`src/rtl/unidade_controle_siga.sv`:
```
// Control FSM for "siga a musica": plays rounds 0..R, then checks the player's repetition.
// Optional macro TIMEOUT_EN: a player timeout in ESPERA counts as a wrong note.
module unidade_controle_siga #(
  parameter int ERRO      = 3,
  parameter int MAX_ERROS = 3
) (
  input  logic            clock,
  input  logic            reset,
  input  logic            iniciar,
  input  logic            nota_feita,
  input  logic            nota_correta,
  input  logic            enderecoIgualRodada,
  input  logic            fim_musica,
  input  logic            fimTF,
  input  logic            fimTempo,
  output logic            zeraC,
  output logic            contaC,
  output logic            zeraCR,
  output logic            contaCR,
  output logic            zeraTF,
  output logic            contaTF,
  output logic            zeraTempo,
  output logic            contaTempo,
  output logic            zeraR,
  output logic            registraR,
  output logic            leds_mem,
  output logic            ativa_leds,
  output logic            toca,
  output logic [ERRO-1:0] erros,
  output logic            acertou,
  output logic            errou,
  output logic            pronto,
  output logic [3:0]      db_estado
);

  typedef enum logic [3:0] {
    INICIAL     = 4'd0,
    PREPARA     = 4'd1,
    MOSTRA      = 4'd2,
    PROX_MOSTRA = 4'd3,
    INICIA_JOG  = 4'd4,
    ESPERA      = 4'd5,
    REGISTRA    = 4'd6,
    COMPARA     = 4'd7,
    ACERTO_FB   = 4'd8,
    PROX_END    = 4'd9,
    PROX_ROD    = 4'd10,
    ERRO_FB     = 4'd11,
    FIM_ACERTO  = 4'd12,
    FIM_ERRO    = 4'd13
  } estado_t;

  localparam logic [ERRO-1:0] ERROS_SAT = '1;
  localparam logic [ERRO-1:0] ERROS_MAX = ERRO'(MAX_ERROS);

  estado_t         estado_q;
  logic [ERRO-1:0] erros_q;
  logic [ERRO-1:0] erros_inc;
  logic            nota_q;
  logic            nota_borda;
  logic            timeout;
  logic            limite_erros;

  assign nota_borda   = nota_feita & ~nota_q;
  assign erros_inc    = (erros_q == ERROS_SAT) ? erros_q : erros_q + 1'b1;
  assign limite_erros = (erros_q >= ERROS_MAX);

`ifdef TIMEOUT_EN
  assign timeout = fimTempo;
`else
  logic unused_fimtempo;
  assign unused_fimtempo = fimTempo;
  assign timeout = 1'b0;
`endif

  always_ff @(posedge clock or posedge reset) begin
    if (reset) begin
      estado_q <= INICIAL;
      erros_q  <= '0;
      nota_q   <= 1'b0;
    end else begin
      nota_q <= nota_feita;
      case (estado_q)
        INICIAL:     if (iniciar) estado_q <= PREPARA;
        PREPARA: begin
          erros_q  <= '0;
          estado_q <= MOSTRA;
        end
        MOSTRA:      if (fimTF) estado_q <= PROX_MOSTRA;
        PROX_MOSTRA: estado_q <= enderecoIgualRodada ? INICIA_JOG : MOSTRA;
        INICIA_JOG:  estado_q <= ESPERA;
        // a fresh key edge wins over a timeout in the same cycle
        ESPERA: begin
          if (nota_borda) begin
            estado_q <= REGISTRA;
          end else if (timeout) begin
            estado_q <= ERRO_FB;
            erros_q  <= erros_inc;
          end
        end
        REGISTRA:    estado_q <= COMPARA;
        COMPARA: begin
          if (nota_correta) begin
            estado_q <= ACERTO_FB;
          end else begin
            estado_q <= ERRO_FB;
            erros_q  <= erros_inc;
          end
        end
        ACERTO_FB:   if (fimTF) estado_q <= PROX_END;
        PROX_END: begin
          if (fim_musica && enderecoIgualRodada) estado_q <= FIM_ACERTO;
          else if (enderecoIgualRodada)          estado_q <= PROX_ROD;
          else                                   estado_q <= ESPERA;
        end
        PROX_ROD:    estado_q <= MOSTRA;
        ERRO_FB:     if (fimTF) estado_q <= limite_erros ? FIM_ERRO : MOSTRA;
        FIM_ACERTO,
        FIM_ERRO:    if (iniciar) estado_q <= PREPARA;
        default:     estado_q <= INICIAL;
      endcase
    end
  end

  always_comb begin
    zeraC      = 1'b0;
    contaC     = 1'b0;
    zeraCR     = 1'b0;
    contaCR    = 1'b0;
    zeraTF     = 1'b0;
    contaTF    = 1'b0;
    zeraTempo  = 1'b0;
    contaTempo = 1'b0;
    zeraR      = 1'b0;
    registraR  = 1'b0;
    leds_mem   = 1'b0;
    ativa_leds = 1'b0;
    toca       = 1'b0;
    acertou    = 1'b0;
    errou      = 1'b0;
    pronto     = 1'b0;
    case (estado_q)
      PREPARA: begin
        zeraC     = 1'b1;
        zeraCR    = 1'b1;
        zeraR     = 1'b1;
        zeraTF    = 1'b1;
        zeraTempo = 1'b1;
      end
      MOSTRA: begin
        leds_mem   = 1'b1;
        ativa_leds = 1'b1;
        toca       = 1'b1;
        contaTF    = 1'b1;
      end
      PROX_MOSTRA: begin
        zeraTF = 1'b1;
        contaC = ~enderecoIgualRodada;
      end
      INICIA_JOG: begin
        zeraC     = 1'b1;
        zeraR     = 1'b1;
        zeraTempo = 1'b1;
      end
`ifdef TIMEOUT_EN
      ESPERA:    contaTempo = 1'b1;
`endif
      REGISTRA: begin
        registraR = 1'b1;
        zeraTempo = 1'b1;
      end
      ACERTO_FB: begin
        ativa_leds = 1'b1;
        toca       = 1'b1;
        contaTF    = 1'b1;
      end
      PROX_END: begin
        zeraTF = 1'b1;
        contaC = ~enderecoIgualRodada;
      end
      PROX_ROD: begin
        contaCR = 1'b1;
        zeraC   = 1'b1;
        zeraR   = 1'b1;
      end
      ERRO_FB: begin
        contaTF = 1'b1;
        zeraC   = fimTF & ~limite_erros;
      end
      FIM_ACERTO: begin
        acertou = 1'b1;
        pronto  = 1'b1;
      end
      FIM_ERRO: begin
        errou  = 1'b1;
        pronto = 1'b1;
      end
      default: ;
    endcase
  end

  assign erros     = erros_q;
  assign db_estado = estado_q;

endmodule

```
`config.mk`:
```
export PLATFORM = sky130hd
export DESIGN_NAME = unidade_controle_siga
export DESIGN_NICKNAME = d
export VERILOG_FILES = /design/src/rtl/unidade_controle_siga.sv
export SDC_FILE = /design/constraint.sdc
export NUM_CORES = 1
export LEC_CHECK = 0
export BUFFER_PORTS_ARGS = -buffer_cell sky130_fd_sc_hd__buf_2
export CAP_MARGIN = 25
export CORE_MARGIN = 8
export CORE_UTILIZATION = 45
export DETAILED_ROUTE_END_ITERATION = 8
export GPL_TIMING_DRIVEN = 0
export MAX_ROUTING_LAYER = met4
export PLACE_DENSITY = 0.74
export SYNTH_ARGS = -nofsm -noshare
export SYNTH_HDL_FRONTEND = slang
export SYNTH_SLANG_ARGS = --single-unit
```
`constraint.sdc`:
```
create_clock -name clock -period 5 [get_ports clock]
set_clock_uncertainty 0.15 [all_clocks]
set_input_delay 0 -clock clock [delete_from_list [all_inputs] [get_ports clock]]
set_output_delay 0 -clock clock [all_outputs]
set_load 0.02 [all_outputs]
```
# --- Yosys cells after proc, flatten, opt, wreduce, memory -nomap -nowiden ---
# Cells that the tools add are included.
totals:
  register_bits: 8
  inputBits: 9
  output_inout_bits: 23
  elab_cells: 73
classes:
  add_sub_neg: 1
  magnitude_cmp: 1
  eq_ne: 21
  muxes: 28
  n_bitwise: 5
  reduce_logical: 14
op_table:
  columns: ["operator", "count"]
  rows:
  - ["$pmux W4 S11", 1]
  - ["$mux W4", 8]
  - ["$eq A4 B4 Y1 const B", 6]
  - ["$eq A4 B3 Y1 const B", 4]
  - ["$reduce_or A3 Y1", 5]
  - ["$mux W1", 13]
  - ["$ne A2 B2 Y1 const B", 6]
  - ["$mux W3", 3]
  - ["$eq A4 B2 Y1 const B", 2]
  - ["$reduce_or A2 Y1", 4]
  - ["$pmux W3 S2", 1]
  - ["$reduce_and A5 Y1", 1]
  - ["$eq A4 B1 Y1 const B", 1]
  - ["$logic_not A4 Y1", 1]
  - ["$add A3 B1 Y3 const B", 1]
  - ["$eq A3 B3 Y1 const B", 1]
  - ["$ge A3 B2 Y1 const B", 1]
  - ["$not A1 Y1", 3]
  - ["$reduce_and A3 Y1", 1]
  - ["$and A1 B1 Y1", 2]
  - ["$mux W2", 1]
  - ["$ne A2 B1 Y1 const B", 1]
  - ["$pmux W1 S2", 1]
  - ["$reduce_bool A2 Y1", 1]
  - ["$logic_and A1 B1 Y1", 1]

# --- Logic depth before layout (Yosys ltp) ---
logic_depth:
  depth_word: 4
  mapped_depth: 7
  mapped_depth_nobuf: 7

# --- Worst setup path after synthesis ---
# Ideal clock, no wire load.
synth_path:
  path_kind: "register to register"
  startpoint: "register erros_q[0], in the netlist erros[0]"
  endpoint: "register estado_q[1], in the netlist db_estado[1]"
  setup_ns: 0.082
  t_arrival_ns: 1.757
  t_required_ns: 4.768
  setup_slack_ns: 3.010
  stages_incl_launch_ff: 8
  n_path_buf: 0
  period_less_slack_ns: 1.990
  cell_sequence: "dfrtp_1 ha_1 ha_1 a211o_1 mux2_2 o21ai_0 a21oi_1 o22ai_1"
synth_between:
  elab_chain_cells: 4
synth_lines:
  columns: ["element", "line", "source"]
  rows:
  - ["start: declaration", "57", "logic [ERRO-1:0] erros_q;"]
  - ["start signal: assignment", "98", "erros_q <= erros_inc;"]
  - ["start signal: assignment", "107", "erros_q <= erros_inc;"]
  - ["$ge A3 B2 Y1", "66", "assign limite_erros = (erros_q >= ERROS_MAX);"]
  - ["$mux W4 (2 in a row)", "117", "ERRO_FB: if (fimTF) estado_q <= limite_erros ? FIM_ERRO : MOSTRA;"]
  - ["$pmux W4 S11", "83", "case (estado_q)"]
  - ["end signal: assignment", "90", "PROX_MOSTRA: estado_q <= enderecoIgualRodada ? INICIA_JOG : MOSTRA;"]
  - ["end signal: assignment", "117", null]
  - ["end: declaration", "56", "estado_t estado_q;"]
# No other way between the ends. The select of a mux whose other input is x is not followed.
# A chain may end at the register's enable or synchronous reset.

# --- Worst setup path after layout ---
layout_path:
  startpoint: "register erros_q[0], in the netlist erros[0]"
  endpoint: "output port zeraC"
layout_between:
  elab_chain_cells: 4
layout_lines:
  columns: ["element", "line", "source"]
  rows:
  - ["$ge A3 B2 Y1", "66", null]
  - ["$not A1 Y1", "188", "zeraC = fimTF & ~limite_erros;"]
  - ["$and A1 B1 Y1", "188", null]
  - ["$pmux W1 S2", "142", "case (estado_q)"]
  - ["end: declaration", "16", "output logic zeraC,"]
# No other way between the ends.

==> out/summary.txt <==
Primary FF master, synth = dfrtp_1
Power density over the cells = 718 mW/mm²
MaxCap Viol Count = 0
Hpwl dp = 1860 µm
Vias/cell = 5.66
Number of DRC markers in iteration 0 = 34
Clock network latency to the later pin of the worst-skew pair = 250 ps
Reg2reg path depth = 7
Area post-placement = 995 µm²
Num CTS Buffers = 3
CP Launch Type = register
Synthesized area = 818 µm²
Routed wire length = 2410 µm
Worst min path class = in -> reg
Register area share after synthesis = 24.5%
Synth top area cells = dfrtp_1 (24%), a21oi_1 (6.7%), nor3_1 (6.1%)
Synth top area share = 24.5%
Port bufs = 29
Hold Fails Final Rpt = 0
TritonCTS clock tree = yes
Die width = 58.6 µm
Number of global-route vias before repair = 930
Dominant cell type by area after synthesis = dfrtp_1
Core Area = 0.00173 mm²
Share of synthesized flip-flops with an asynchronous set or reset = 100%
Worst Path Arrival = 2070 ps
Finish-stage setup viols = 0
Worst Hold Depth = 4
GRT Total Usage = 14.6%
CP max stage delay = 430 ps
Place WS = 2920 ps
Cell internal pwr = 0.333 mW
Clock buffer depth = 2
Min cycle time layout = 2220 ps
Post-Syn Nets = 120
Most common cell on crit path = ha_1
Synthesized area per cell = 7.58 µm²
Initial Util = 47.4%
Crit. path cell count = 7
Number of flops mapped to enable cells by yosys = 0
Period utilization = 44.4%
Row count = 15
Leakage dissipation = 0.530 nW
I/O pins = 32
CP required = 4850 ps
Largest delay contributor family on the critical path = compound AO/OA/AOI/OAI gates
GR Overflow Total = 0
Fillers = 178
Remaining antenna violation count = 0
Total power = 0.752 mW
Final Slew Violations = 0
CP max FO = 6
Vias = 951
Drt first pass iters = 6
CP max stage cell = dfrtp_1
Reg power frac = 15.2%
Final Cell Area = 0.00105 mm²
Residual DRC = 0
Status = complete, no violations
Yosys cell types = 38
Max Clk Rate = 450 MHz
Sw Ratio = 55.7%
Clk pin slew, worst setup/hold paths = 50 ps
Setup TNS = 0 ps
Sw power = 0.419 mW
Die ar. = 0.00344 mm²
Routed WL per cell = 14.3 µm
Critical path capture point type = output port
Worst setup margin = 2780 ps
TritonCTS Sinks = 8
Synthesis-to-finish area growth = 28.0%
Unrepaired setup endpoints after global routing = no
Largest net degree at the start of global routing = 11
Nets = 157
RePlAce Congestion = 0.930
Combinational Power Share = 78.4%
Util after Layout = 60.7%
Maximum VDD drop = 0.270 mV
Diode count = 0
Power share of the clock group = 6.4%
Cells after synthesis = 108
Synth warn = 0
Layout cells sized above 1 = 32.2%
Post-synthesis register bit count = 8
Initial antenna violation count = 0
H-Tree Depth = 1
Worst Path Buf+Inv = 1
WS Path Type = reg -> out
Die Y = 58.6 µm
Root Buffer = clkbuf_4
Post-CTS Setup Inserts = 0
First-pass GRT wire length = 4010 µm
Crit-path cells = ha_1 > ha_1 > a211o_1 > nor2_1 > a22oi_1 > o22ai_1 > buf_2
layout by cell type (no fill, tap or decap), types with 2 or more instances in the layout:
cell / netlist / routed
a21boi_0: 3 / 3
a21oi_1: 11 / 11
buf_2: 3 / 32
buf_4: 3 / 3
clkbuf_1: 2 / 2
clkbuf_4: 0 / 3
dfrtp_1: 8 / 8
dlygate4sd3_1: 0 / 3
ha_1: 3 / 3
inv_1: 6 / 6
nand2_1: 8 / 8
nand2b_1: 3 / 3
nor2_1: 10 / 10
nor3_1: 10 / 10
nor3b_1: 3 / 3
o21ai_0: 8 / 8
o22ai_1: 3 / 3
xnor2_1: 2 / 2
per-layer routing:
metal  GRT usage (%)  part of all wire (%)  vias to the layer above
met5               -                     0                        -
met4            4.78                  0.50                        0
met3            2.61                   6.0                        2
met2            27.4                    52                       46
met1            14.8                    41                      445
li1                -                     -                      458
worst reg2reg max path: cells and delay by family (launching register included):
family	cells	cell delay, ps
flip-flops	1	430
adder cells (fa/ha/maj)	2	440
multiplexers	1	270
AO/OA/AOI/OAI	4	740
cell usage after synthesis, types with 2 or more instances:
library cell  instances
clkbuf_1              2
nand2_1               8
nand2b_1              3
nor3b_1               3
buf_4                 3
a21oi_1              11
o21ai_0               8
buf_2                 3
o22ai_1               3
nor3_1               10
xnor2_1               2
ha_1                  3
dfrtp_1               8
inv_1                 6
a21boi_0              3
nor2_1               10
final cells by class:
cell class / instances / area (µm²) / share of cell area (%)
timing repair buffer: 32 / 175 / 16.7
multi-input combinational: 84 / 536 / 51.1
inverter: 6 / 22.5 / 2.15
buffer: 10 / 60.1 / 5.73
tap: 25 / 31.3 / 2.99
sequential: 8 / 200 / 19.1
clock buffer: 3 / 22.5 / 2.15
registers in the layout (all words and copies together) (netlist names):
signal	count
nota_q	1
db_estado	4
erros	3
kinds of logic (layout without fill, tap and decap cells):
kind of cell / after synthesis / count (layout) / synth area share [%]
flops: 8 / 8 / 24.5
mux: 2 / 2 / 3.21
buf+inv: 16 / 51 / 10.1
other cells: 1 / 1 / 0.458
fa+ha+maj: 3 / 3 / 4.59
simple gates: 40 / 40 / 24.8
compound gates: 36 / 36 / 30.3
xor+xnor: 2 / 2 / 2.14
metrics by stage:
step           hold WS [ps]  std cells
2_1_floorplan          -334        108
3_3_place_gp           -210        162
3_5_place_dp           -195        162
4_1_cts                16.5        168
5_1_grt                57.2        168
6_report               28.9        168
worst paths after layout:
kind | to | start | slack, ps
max reg2reg | db_estado[1]$_DFFE_PP0P_ | erros[0]$_DFFE_PP0P_ | 2890
max in group asynchronous | erros[1]$_DFFE_PP0P_ | reset | 4400
min | db_estado[1]$_DFFE_PP0P_ | fimTF | 30
min reg2reg | erros[1]$_DFFE_PP0P_ | erros[1]$_DFFE_PP0P_ | 440
max | zeraC | erros[0]$_DFFE_PP0P_ | 2780
min in group asynchronous | nota_q$_DFF_PP0_ | reset | 70
power groups by stage:
stage | registers [mW] | logic (mW) | clock network [mW]
2_1_floorplan | 0.136 | 0.409 | 0
3_3_place_gp | 0.113 | 0.580 | 0
3_5_place_dp | 0.114 | 0.586 | 0
4_1_cts | 0.114 | 0.589 | 0.0501
5_1_grt | 0.116 | 0.647 | 0.0529
6_report | 0.114 | 0.590 | 0.0481
timing repair:
item | 4_1_cts | 5_1_grt
hold endpoints to repair | 11 | 0
resized for setup | 0 | 0
hold buffers | 3 | 0
No activity file was read; power rests on OpenSTA's default activity.
